[config.mk]
export PLATFORM = sky130hd
export DESIGN_NAME = bit_run_extractor
export DESIGN_NICKNAME = d
export VERILOG_FILES = /design/src/rtl/bit_run_extractor_pkg.sv /design/src/rtl/bit_run_extractor_turn_off.sv /design/src/rtl/bit_run_extractor.sv
export SDC_FILE = /design/constraint.sdc
export NUM_CORES = 1
export LEC_CHECK = 0
export ABC_AREA = 1
export BUFFER_PORTS_ARGS = -buffer_cell sky130_fd_sc_hd__buf_4
export CORE_ASPECT_RATIO = 0.9
export CORE_MARGIN = 4
export CORE_UTILIZATION = 30
export CTS_CLUSTER_DIAMETER = 150
export CTS_CLUSTER_SIZE = 20
export DETAILED_ROUTE_END_ITERATION = 16
export PLACE_DENSITY = 0.48
export RECOVER_POWER = 100
export SETUP_SLACK_MARGIN = 0.3
export SYNTH_ARGS = -nofsm -noshare
export SYNTH_HDL_FRONTEND = slang
export SYNTH_SLANG_ARGS = --single-unit
[constraint.sdc]
create_clock -name clock -period 9.6 [get_ports clock]
set_input_delay 1.44 -clock clock [delete_from_list [all_inputs] [get_ports clock]]
set_output_delay 1.44 -clock clock [all_outputs]
set_load 0.02 [all_outputs]
[src/rtl/bit_run_extractor_pkg.sv]
// Shared FSM encodings for the run extractor.
package bit_run_extractor_pkg;

    localparam logic [0:0] ST_IDLE = 1'b0;
    localparam logic [0:0] ST_EMIT = 1'b1;

endpackage

[src/rtl/bit_run_extractor_turn_off.sv]
// Clears the rightmost contiguous run of 1s; also exposes the isolated lowest set bit.
// Latency: combinational. Backpressure: none (pure function).
// Carry out of the top bit is dropped, so a run reaching the MSB clears fully.
module Turn_Off_Rightmost_Contiguous_1_Bits #(
    parameter int WIDTH = 8
) (
    input  logic [WIDTH-1:0] word,
    output logic [WIDTH-1:0] lowest,
    output logic [WIDTH-1:0] result
);

    logic [WIDTH-1:0] sum;

    always_comb begin
        lowest = word & (-word);
        sum    = lowest + word;
        result = sum & word;
    end

endmodule

[src/rtl/bit_run_extractor.sv]
// Splits a bitmask into (start, length) descriptors of its 1-runs, rightmost first.
// Latency: first descriptor one cycle after accept; one run per cycle, one idle cycle between words.
// Backpressure: descriptor holds stable while run_ready is low; word_in_ready only in IDLE.
module bit_run_extractor
    import bit_run_extractor_pkg::*;
#(
    parameter int WORD_WIDTH = 8
) (
    input  logic                                  clock,
    input  logic                                  reset_n,
    input  logic [WORD_WIDTH-1:0]                 word_in,
    input  logic                                  word_in_valid,
    output logic                                  word_in_ready,
    output logic [$clog2(WORD_WIDTH)-1:0]         run_start,
    output logic [$clog2(WORD_WIDTH+1)-1:0]       run_length,
    output logic                                  run_last,
    output logic                                  run_valid,
    input  logic                                  run_ready
);

    localparam int START_WIDTH  = $clog2(WORD_WIDTH);
    localparam int LENGTH_WIDTH = $clog2(WORD_WIDTH + 1);

    logic [0:0]            state;
    logic [WORD_WIDTH-1:0] residual;
    logic                  empty_word;
    logic [WORD_WIDTH-1:0] lowest;
    logic [WORD_WIDTH-1:0] after;
    logic [WORD_WIDTH-1:0] runmask;
    logic                  emit;
    logic [START_WIDTH-1:0]  start_enc;
    logic [LENGTH_WIDTH-1:0] run_cnt;

    Turn_Off_Rightmost_Contiguous_1_Bits #(
        .WIDTH (WORD_WIDTH)
    ) u_turn_off (
        .word   (residual),
        .lowest (lowest),
        .result (after)
    );

    assign runmask = residual ^ after;
    assign emit    = (state == ST_EMIT);

    always_comb begin
        start_enc = '0;
        run_cnt   = '0;
        for (int i = 0; i < WORD_WIDTH; i++) begin
            if (lowest[i]) begin
                start_enc = start_enc | START_WIDTH'(i);
            end
            run_cnt = run_cnt + LENGTH_WIDTH'(runmask[i]);
        end
    end

    // Outputs are gated by state so IDLE presents an all-zero descriptor.
    assign word_in_ready = !emit;
    assign run_valid     = emit;
    assign run_start     = emit ? start_enc : '0;
    assign run_length    = emit ? run_cnt : '0;
    assign run_last      = emit & (empty_word | (after == '0));

    always_ff @(posedge clock or negedge reset_n) begin
        if (!reset_n) begin
            state      <= ST_IDLE;
            residual   <= '0;
            empty_word <= 1'b0;
        end else begin
            case (state)
                ST_IDLE: begin
                    if (word_in_valid) begin
                        residual   <= word_in;
                        empty_word <= (word_in == '0);
                        state      <= ST_EMIT;
                    end
                end
                default: begin
                    if (run_ready) begin
                        residual <= after;
                        if (run_last) begin
                            state <= ST_IDLE;
                        end
                    end
                end
            endcase
        end
    end

endmodule

Yosys cells after proc, flatten, opt, wreduce, memory -nomap -nowiden
Index checks and enable logic that the tools add are counted.
Cells by class
  add/sub/neg operators: 9
  equal/unequal tests: 1
  muxes and demuxes: 16
  bitwise logic cells: 6
  reductions and logical operators: 6
Operator list (number)
  2-to-1 mux 8 bit: 3
  adder 4 x 1 -> 4 bit: 4
  bitwise AND 8 bit: 2
  logical NOT 8 bit: 2
  2-to-1 mux 3 bit: 5
  adder 8 bit: 1
  negation 8 bit: 1
  XOR 8 bit: 1
  2-to-1 mux 1 bit: 5
  adder 3 x 1 -> 4 bit: 1
  2-to-1 mux 2 bit: 2
  2-to-1 mux 4 bit: 1
  AND reduction 2 bit: 2
  adder 2 x 1 -> 3 bit: 1
  adder 1 x 1 -> 2 bit: 1
  inequality test 2 bit (second input constant): 1
  nonzero test 2 bit: 1
  bitwise AND 1 bit: 1
  logical NOT 1 bit: 1
  inverter 1 bit: 1
  bitwise OR 1 bit: 1
Word-level totals
  register bits after elaboration: 10
  input port bits: 12
  word-level logic and storage cells: 41

Longest topological paths before layout
Gate-level depths: netlist of the first run.
  word-level depth: 13
  mapped depth: 18

By module
From an unflattened synthesis of the first run, not the netlist that was laid out.
Second synthesis, totals
  cell total of the unflattened synthesis: 149
  area, all modules: 1092.3 sq um
By module, submodules not included
  bit_run_extractor: times used 1, cells an instance 104, area each 875.8 sq um
  Turn_Off_Rightmost_Contiguous_1_Bits: times used 1, cells an instance 45, area each 216.5 sq um

Worst setup path after synthesis of the first run
No wires, ideal clock.
  kind: register -> output
  start point: register residual[1]
  end point: output port run_length[2]
  arrival: 3.791 ns
  data required time: 8.160 ns
  path slack: 4.369 ns
  cell stages (with the launch flop): 17
  cell sequence: dfrtp_1 -> inv_1 -> ha_1 -> inv_1 -> nand2_1 -> nand2_1 -> nand2_1 -> inv_1 -> nor2_1 -> nand3b_1 -> fa_1 -> fa_1 -> inv_1 -> fa_1 -> ha_1 -> fa_1 -> a21oi_1
On the way
  cells in the longest elaborated chain, start to end: 13
Ends and longest elaborated chain
  from (decl): line bit_run_extractor.sv:25  | logic [WORD_WIDTH-1:0] residual;
  from (signal assigned): line bit_run_extractor.sv:72  | residual <= word_in;
  from (signal assigned): line bit_run_extractor.sv:79  | residual <= after;
  negation 8 bit: line bit_run_extractor_turn_off.sv:15  | lowest = word & (-word);
  bitwise AND 8 bit: line bit_run_extractor_turn_off.sv:15
  adder 8 bit: line bit_run_extractor_turn_off.sv:16  | sum = lowest + word;
  bitwise AND 8 bit: line bit_run_extractor_turn_off.sv:17  | result = sum & word;
  XOR 8 bit *: line bit_run_extractor.sv:42  | assign runmask = residual ^ after;
  adder 1 x 1 -> 2 bit: line bit_run_extractor.sv:52  | run_cnt = run_cnt + LENGTH_WIDTH'(runmask[i]);
  adder 2 x 1 -> 3 bit: line bit_run_extractor.sv:52
  adder 3 x 1 -> 4 bit: line bit_run_extractor.sv:52
  adder 4 x 1 -> 4 bit (3 in a row): line bit_run_extractor.sv:52
  adder 4 x 1 -> 4 bit *: line bit_run_extractor.sv:52
  2-to-1 mux 4 bit *: line bit_run_extractor.sv:60  | assign run_length = emit ? run_cnt : '0;
  to (decl): line bit_run_extractor.sv:15  | output logic [$clog2(WORD_WIDTH+1)-1:0] run_length,
Mark *: on every way between the ends. The rest lies on a longest branch, timed or not.

Worst setup path in the final report of the first run
  start point: register residual[0]
  end point: output port run_length[1]
Same word-level chain as after synthesis.

==> results.json, run 1 <==
{
  "clock_latency_ps": 230,
  "ctsLongestPathBuffers": 2,
  "num_io_pins": 22,
  "vias": 1086,
  "h-tree-depth": 1,
  "rsz0062_at_grt": "false",
  "worstMarginPinSlew_ps": 591,
  "cts_setup_buffers": 0,
  "whs_ps": 495,
  "outcome": "complete, no violations",
  "crit_start": "residual[0]",
  "fin_crit_sh_pct": 60.1,
  "cts_buffers": 3,
  "fp-row-count": 21,
  "r2r_slack_ps": 7440,
  "synth-main-ff-cell": "dfrtp_1",
  "nets": 214,
  "yosys-top-cells-area": "dfrtp_1 (21%), nand2_1 (11%), ha_1 (9.6%), inv_1 (9.3%), fa_1 (6.9%)",
  "syn-mean-instance-area_um2": 7.00,
  "post_cts.resized_instances": 0,
  "port_buffers": 21,
  "drc_errors": 0,
  "reg2reg_depth": 7,
  "start_util_pct": 31.3,
  "postCtsHoldBufs": 0,
  "r2r_start": "run_valid",
  "min_from": "empty_word",
  "yosysMostFrequentCell": "nand2_1",
  "synth_edf_count": 0,
  "grt.overflow.total": 0,
  "syn-cell-area_um2": 1170,
  "max_freq_mhz": 173,
  "ys_types": 26,
  "worstPathMaxFanout": 6,
  "grt_pass1_vias": 1069,
  "via_per_inst": 4.66,
  "syn_to_final_growth_pct": 15.8,
  "antenna_found_initial": 0,
  "peakVddDrop_mv": 0.139,
  "hpwl_um": 2380,
  "worstSetupEndpointType": "output pin",
  "worst_slack_ps": 3830,
  "grt_max_degree": 19,
  "drt_iter0_drc": 48,
  "synth-seq-cells": 10,
  "finalMaxSlewViolations": 0,
  "fin_setup_tns_ps": 0,
  "dieArea_um2": 4960,
  "cts.clk_slew.worst_paths_ps": 50,
  "place_congestion": 0.809,
  "synth_cells": 167,
  "routedWlPerCell_um": 12.2,
  "yosysTopAreaCell": "dfrtp_1",
  "crit_type": "reg2out",
  "dieHeight_um": 67.2,
  "critPathArrivalTime_ps": 4330,
  "power.leakage_nw": 0.700,
  "cts.sinks": 10,
  "drt_wl_total_um": 2850,
  "setup_viol": 0,
  "antennaDiodeCount": 0,
  "cp_data_required_time_ps": 8160,
  "relSlewSlack_pct": 60.6,
  "yosysSeqAreaShare_pct": 21.4,
  "die_x_um": 73.8,
  "coreArea_um2": 3730,
  "whs_path_depth": 2,
  "fill_cells": 412,
  "maxCapViolCount": 0,
  "tritoncts": "built",
  "first_pass_iters": 4,
  "synth_nets": 192,
  "finalCriticalPeriod_ps": 5770,
  "hold_viol": 0,
  "grt_pass1_wl_um": 4860,
  "min_path_type": "reg2reg",
  "place_ws_ps": 4130,
  "worst_setup_path_start_kind": "register",
  "clock-root-buffer": "clkbuf_8",
  "grtUsageTotal_pct": 12.6,
  "yosys_warnings": 0,
  "final_antenna_net_count": 0,
  "synth_common_cells": "nand2_1 (34), inv_1 (29), nor2_1 (14), o21ai_0 (13), dfrtp_1 (10)",
  "drive_above_1_share_pct": 18.7,
  "async_flop_share_pct": 100,
  "synth_top_area_share_pct": 21.4,
  "skew_ps": 0.622,
  "power.density_nw_per_um2": 400
}
cells by family after synthesis:
logic type               count (synthesis)  share of synthesized area, %
buffers and inverters                   36                          12.4
adder cells (fa/ha/maj)                 13                          16.5
AND/OR/NAND/NOR                         80                          35.7
flip-flops                              10                          21.4
AO/OA/AOI/OAI                           28                          14.0
worst paths after layout:
path                                 end
max in group asynchronous    residual[1]
setup / recovery           run_length[1]
min in group asynchronous    residual[7]
setup reg to reg             residual[5]
hold reg to reg               empty_word
hold / removal                empty_word
critical path, cell delays in order (launching register included):
cell,delay (ps)
dfrtp_1,430
inv_1,260
ha_1,290
inv_1,50
nand2_1,50
nand2_1,40
nand2_1,70
inv_1,50
nor2_1,150
nand3b_1,140
fa_1,440
fa_1,540
inv_1,50
fa_1,470
ha_1,230
fa_1,480
nand2_1,50
inv_1,70
clkbuf_1,220
routing by layer:
metal | global-route usage [%] | part of all wire (%) | vias to the layer above | wire length (um)
met5 | 0 | 0 | - | 0
met1 | 17.4 | 49 | 499 | 1410
li1 | - | - | 571 | -
met3 | 3.27 | 2.5 | 2 | 72
met4 | 1.36 | 0.49 | 0 | 14
met2 | 20.2 | 47 | 14 | 1350
final cells by class:
class                   count  area [um^2]  area share, %
multi-input cells         121          768           56.7
flip-flops and latches     10          250           18.5
inverters                  32          120           8.87
repair buffers             21          116           8.60
well taps                  46         57.6           4.25
clock buffers               3         41.3           3.05
metrics by stage:
stage | cell area [um^2] | utilization [%] | instances | total power [mW]
6_report | 1350 | 36.3 | 233 | 0.541
3_3_place_gp | 1360 | 36.4 | 230 | 0.542
2_1_floorplan | 1170 | - | 167 | 0.413
5_1_grt | 1350 | 36.3 | 233 | 0.612
3_5_place_dp | 1360 | 36.4 | 230 | 0.544
4_1_cts | 1400 | 37.5 | 233 | 0.589
flip-flops by register name, indices dropped and copies added (netlist names):
name,flops
residual,8
empty_word,1
run_valid,1
cells in the final DEF (no fill, tap or decap), types with 4 or more instances in the layout:
cell type and count:
a21oi_1 7, buf_4 9, clkbuf_1 11, dfrtp_1 10, fa_1 4, ha_1 9
inv_1 30, nand2_1 34, nand2_2 8, nand3_1 8, nand3_2 6, nor2_1 14
o21ai_0 13
power breakdown:
group	switching, mW	total (mW)	internal (mW)	leakage [nW]
registers	0.0315	0.0892	0.0577	0.128
clock network	0.0154	0.0428	0.0274	0.0216
logic	0.269	0.409	0.140	0.551
total	0.316	0.541	0.225	0.700
(Power assumes the default switching activity.)
==> run 2, diff against run 1 <==
Clock period 9.6 ns to 5.8 ns, I/O delays scaled along.
==> run 2 against run 1 <==
- count of clock-buffer cells in the layout is the same
- sequential share of layout area shrank 0.051 points
- critical path depth is the same
- largest power group unchanged
- highest routed layer unchanged
==> results.json, run 2 (synthesis gave the netlist of run 1 again) <==
{
  "worstSetupEndpointType": "output pin",
  "grt.overflow.total": 0,
  "worstPathMaxFanout": 6,
  "crit_family": "adder cells",
  "worst_setup_path_start_kind": "register",
  "finish.instance_area_um2": 1360,
  "max_freq_mhz": 192,
  "clock-root-buffer": "clkbuf_8",
  "cp_num_buf_inv": 6,
  "cp_data_required_time_ps": 4930,
  "fin_crit_sh_pct": 89.6,
  "grt_pass1_wl_um": 4860,
  "place_congestion": 0.809,
  "dieHeight_um": 67.2,
  "min_path_type": "reg2reg",
  "rsz0062_at_grt": "false",
  "num_io_pins": 22,
  "power.density_nw_per_um2": 660,
  "setup_viol": 0,
  "outcome": "complete, no violations",
  "coreArea_um2": 3730,
  "start_util_pct": 31.3,
  "cts.clk_slew.worst_paths_ps": 50,
  "routedWlPerCell_um": 12.3,
  "peakVddDrop_mv": 0.230,
  "nets": 214,
  "die_x_um": 73.8,
  "power.leakage_nw": 0.704,
  "first_pass_iters": 4,
  "antenna_found_initial": 0,
  "grt_pass1_vias": 1069,
  "drt_wl_total_um": 2860,
  "slowest_delay_ps": 540,
  "fp-row-count": 21,
  "worst_slack_ps": 605,
  "drive_above_1_share_pct": 19.3,
  "drt_iter0_drc": 48,
  "final_antenna_net_count": 0,
  "grtUsageTotal_pct": 12.6,
  "post_cts.resized_instances": 0,
  "critPathArrivalTime_ps": 4330,
  "fin_setup_tns_ps": 0,
  "place_ws_ps": 899,
  "skew_ps": 0.622,
  "hpwl_um": 2380,
  "finalCriticalPeriod_ps": 5200,
  "clock_latency_ps": 230,
  "cts_setup_buffers": 0,
  "cts.sinks": 10,
  "dieArea_um2": 4960,
  "crit_type": "reg2out",
  "dpl_cell_area_um2": 1360,
  "finalMaxSlewViolations": 0,
  "drc_errors": 0,
  "maxCapViolCount": 0,
  "vias": 1088,
  "syn_to_final_growth_pct": 16.2,
  "relSlewSlack_pct": 60.6,
  "tritoncts": "built",
  "final_cell_mix": "nand2_1 (34), inv_1 (30), nor2_1 (14)",
  "worstMarginPinSlew_ps": 591,
  "port_buffers": 21,
  "ctsLongestPathBuffers": 2,
  "hold_viol": 0,
  "grt_max_degree": 19,
  "cts_buffers": 3,
  "cpMaxStageDelayCell": "fa_1",
  "cp_cell_sequence": "inv_1 > ha_1 > inv_1 > nand2_1 > nand2_1 > nand2_1 > inv_1 > nor2_1 > nand3b_1 > fa_1 > fa_1 > inv_1 > fa_1 > ha_1 > fa_1 > nand2_1 > inv_1 > clkbuf_1",
  "path_common_cell": "inv_1",
  "antennaDiodeCount": 0,
  "via_per_inst": 4.67,
  "utilization_pct": 36.4,
  "h-tree-depth": 1,
  "final_common_cell": "nand2_1",
  "largest_register": "residual",
  "power_uw": 896,
  "largest_reg_flops": 8,
  "postCtsHoldBufs": 0
}
-- run 2: changes by cell type in the layout (fill, tap and decap cells not counted), sizes merged --
cell,before,now
clkbuf,15,13
buf,9,11
-- run 2: path summary, 6_finish.rpt --
kind                                 end   startpoint  cells past startpoint  slack [ps]
min in group asynchronous    residual[7]      reset_n                      1         600
max                        run_length[1]  residual[0]                     18         600
max reg2reg                  residual[5]    run_valid                      7        3640
min reg2reg                   empty_word   empty_word                      2         500
max in group asynchronous    residual[1]      reset_n                      1        4830
min                           empty_word   empty_word                      2         500
-- run 2: power by group --
part	leakage (nW)	switching, mW	internal (mW)
Clock	0.0216	0.0255	0.0453
Combinational	0.554	0.446	0.232
Sequential	0.128	0.0521	0.0955
Total	0.704	0.523	0.373
-- run 2: metrics by stage --
| stage | hold WS [ps] | instances |
|---|---|---|
| after global placement | 476 | 230 |
| after CTS | 461 | 233 |
| after floorplan | 453 | 167 |
| after global routing | 510 | 233 |
| final | 495 | 233 |
| after detailed placement | 484 | 230 |
-- run 2: tightest hold or removal path: cells and delay by family, from the launching register on --
kind	cells	cell delay, ps
AOI/OAI and AO/OA	1	70
DFF	1	340
and+or+nand+nor	1	50
-- run 2: layer usage --
metal / up-vias / part of all wire [%] / global-route usage [%]
li1: 571 / - / -
met1: 499 / 49 / 17.4
met3: 2 / 2.7 / 3.27
met4: 0 / 0.49 / 1.36
met5: - / 0 / 0
met2: 16 / 47 / 20.2
-- run 2: cell type report --
type                            instances  area, um^2
Timing Repair Buffer                   21         120
Multi-Input combinational cell        121         768
Clock buffer                            3        41.3
Inverter                               32         120
Fill cell                             413        2370
Sequential cell                        10         250
Tap cell                               46        57.6
==> run 3, diff against run 2 <==
Settings changed: CORE_ASPECT_RATIO 0.9 to 1.75.
==> run 3 against run 2 <==
- combinational power is 1% higher
- global-route usage is 0.89 points higher
- count of clock-buffer cells in the layout is 1 higher
- register-to-register slack better by 70 ps
==> results.json, run 3 (synthesis gave the netlist of run 1 again) <==
{
  "regArea_um2": 250,
  "fin_crit_sh_pct": 89.3,
  "coreArea_um2": 3700,
  "relSlewSlack_pct": 61.7,
  "whs_ps": 488,
  "final_cell_mix": "nand2_1 (34), inv_1 (30), nor2_1 (15)",
  "grt_max_degree": 19,
  "hpwl_um": 2500,
  "drive_above_1_share_pct": 19.7,
  "antenna_found_initial": 0,
  "fin_setup_tns_ps": 0,
  "largest_reg_flops": 8,
  "setup_viol": 0,
  "grt_pass1_wl_um": 5060,
  "crit_type": "reg2out",
  "place_congestion": 0.828,
  "reg2reg_depth": 7,
  "peakVddDrop_mv": 0.312,
  "dieHeight_um": 90.6,
  "instances_no_fill": 234,
  "ctsLongestPathBuffers": 2,
  "max_freq_mhz": 193,
  "r2r_start": "run_valid",
  "utilization_pct": 37.1,
  "tritoncts": "built",
  "postCtsHoldBufs": 0,
  "drc_errors": 0,
  "switching_power_uw": 525,
  "vias": 1123,
  "worstMarginPinSlew_ps": 575,
  "critPathArrivalTime_ps": 4310,
  "cts.sinks": 10,
  "post_cts.resized_instances": 0,
  "routedWlPerCell_um": 12.2,
  "p_int_uw": 394,
  "cp_data_required_time_ps": 4930,
  "grt_pass1_vias": 1178,
  "fp-row-count": 29,
  "seq_power_share_pct": 15.9,
  "clock-root-buffer": "clkbuf_8",
  "switching_share_pct": 57.1,
  "power_uw": 918,
  "r2r-end": "residual[5]",
  "dieArea_um2": 5000,
  "grtUsageTotal_pct": 13.4,
  "final_common_cell": "nand2_1",
  "cts_setup_buffers": 0,
  "maxCapViolCount": 0,
  "final_antenna_net_count": 0,
  "port_buffers": 21,
  "outcome": "complete, no violations",
  "power.density_nw_per_um2": 669,
  "crit_start": "residual[0]",
  "drt_iter0_drc": 14,
  "min_to": "empty_word",
  "worstSetupEndpointType": "output pin",
  "min_path_type": "reg2reg",
  "largest_register": "residual",
  "finalCriticalPeriod_ps": 5180,
  "nets": 214,
  "rsz0062_at_grt": "false",
  "combPwrFrac_pct": 74.6,
  "via_per_inst": 4.80,
  "cts_buffers": 3,
  "cts.clk_slew.worst_paths_ps": 50,
  "num_io_pins": 22,
  "hold_viol": 0,
  "r2r_slack_ps": 3710,
  "grt.overflow.total": 0,
  "first_pass_iters": 4,
  "start_util_pct": 31.6,
  "die_x_um": 55.2,
  "h-tree-depth": 1,
  "whs_path_depth": 2,
  "p_clk_share_pct": 9.5,
  "drt_wl_total_um": 2860,
  "antennaDiodeCount": 0,
  "place_inst": 230,
  "syn_to_final_growth_pct": 17.5,
  "fill_cells": 419,
  "worst_setup_path_start_kind": "register",
  "multi_input_area_um2": 766,
  "worstPathMaxFanout": 6,
  "finalMaxSlewViolations": 0,
  "power.leakage_nw": 0.717,
  "clock_latency_ps": 240,
  "skew_ps": 4.41,
  "min_from": "empty_word"
}
[run 3: cell types whose count changed in the layout (fill, tap and decap cells not counted), sizes merged]
| cell | change |
|---|---|
| buf | +1 |
[run 3: area by class of cell]
class / count / area share (%)
inverter: 32 / 8.75
timing repair buffer: 21 / 9.02
multi-input combinational: 121 / 55.8
sequential: 10 / 18.2
clock buffer: 4 / 4.01
tap: 46 / 4.19
[run 3: metal layers]
layer	wire [um]	vias up	track usage, %	share of wire [%]
met3	75	8	1.16	2.6
met2	1560	23	23.5	54
met4	99	0	6.49	3.5
met1	1130	516	15.2	39
li1	-	576	-	-
met5	0	-	0	0
[run 3: critical path: stages, from the launching register on]
cell and delay (ps):
dfrtp_1 430, inv_1 240, ha_1 260, inv_1 50
nand2_1 50, nand2_1 50, nand2_1 80, inv_1 50
nor2_1 150, nand3b_1 150, fa_1 440, fa_1 540
inv_1 50, fa_1 470, ha_1 230, fa_1 480
nand2_1 50, inv_1 70, clkbuf_1 230
[run 3: per-stage QoR]
step | setup WS [ps] | cell area, um^2
floorplan | 1140 | 1170
global placement | 956 | 1360
detailed placement | 895 | 1360
CTS | 627 | 1410
global route | 334 | 1370
finish | 620 | 1370
[run 3: worst max-delay path by stage]
| stage | slack, ps | cells after the start | end |
|---|---|---|---|
| 6_report | 620 | 18 | run_length[1] |
| 5_1_grt | 330 | 18 | run_length[1] |
| 4_1_cts | 630 | 18 | run_length[2] |
| 3_5_place_dp | 890 | 18 | run_length[2] |
| 3_3_place_gp | 960 | 18 | run_length[2] |
| 2_1_floorplan | 1140 | 16 | run_length[2] |
[run 3: power by group through the flow]
stage	clock network (mW)	logic, mW	registers [mW]
global placement	0	0.754	0.145
CTS	0.0907	0.761	0.145
global route	0.0954	0.793	0.152
finish	0.0872	0.685	0.146
floorplan	0	0.560	0.124
detailed placement	0	0.757	0.146
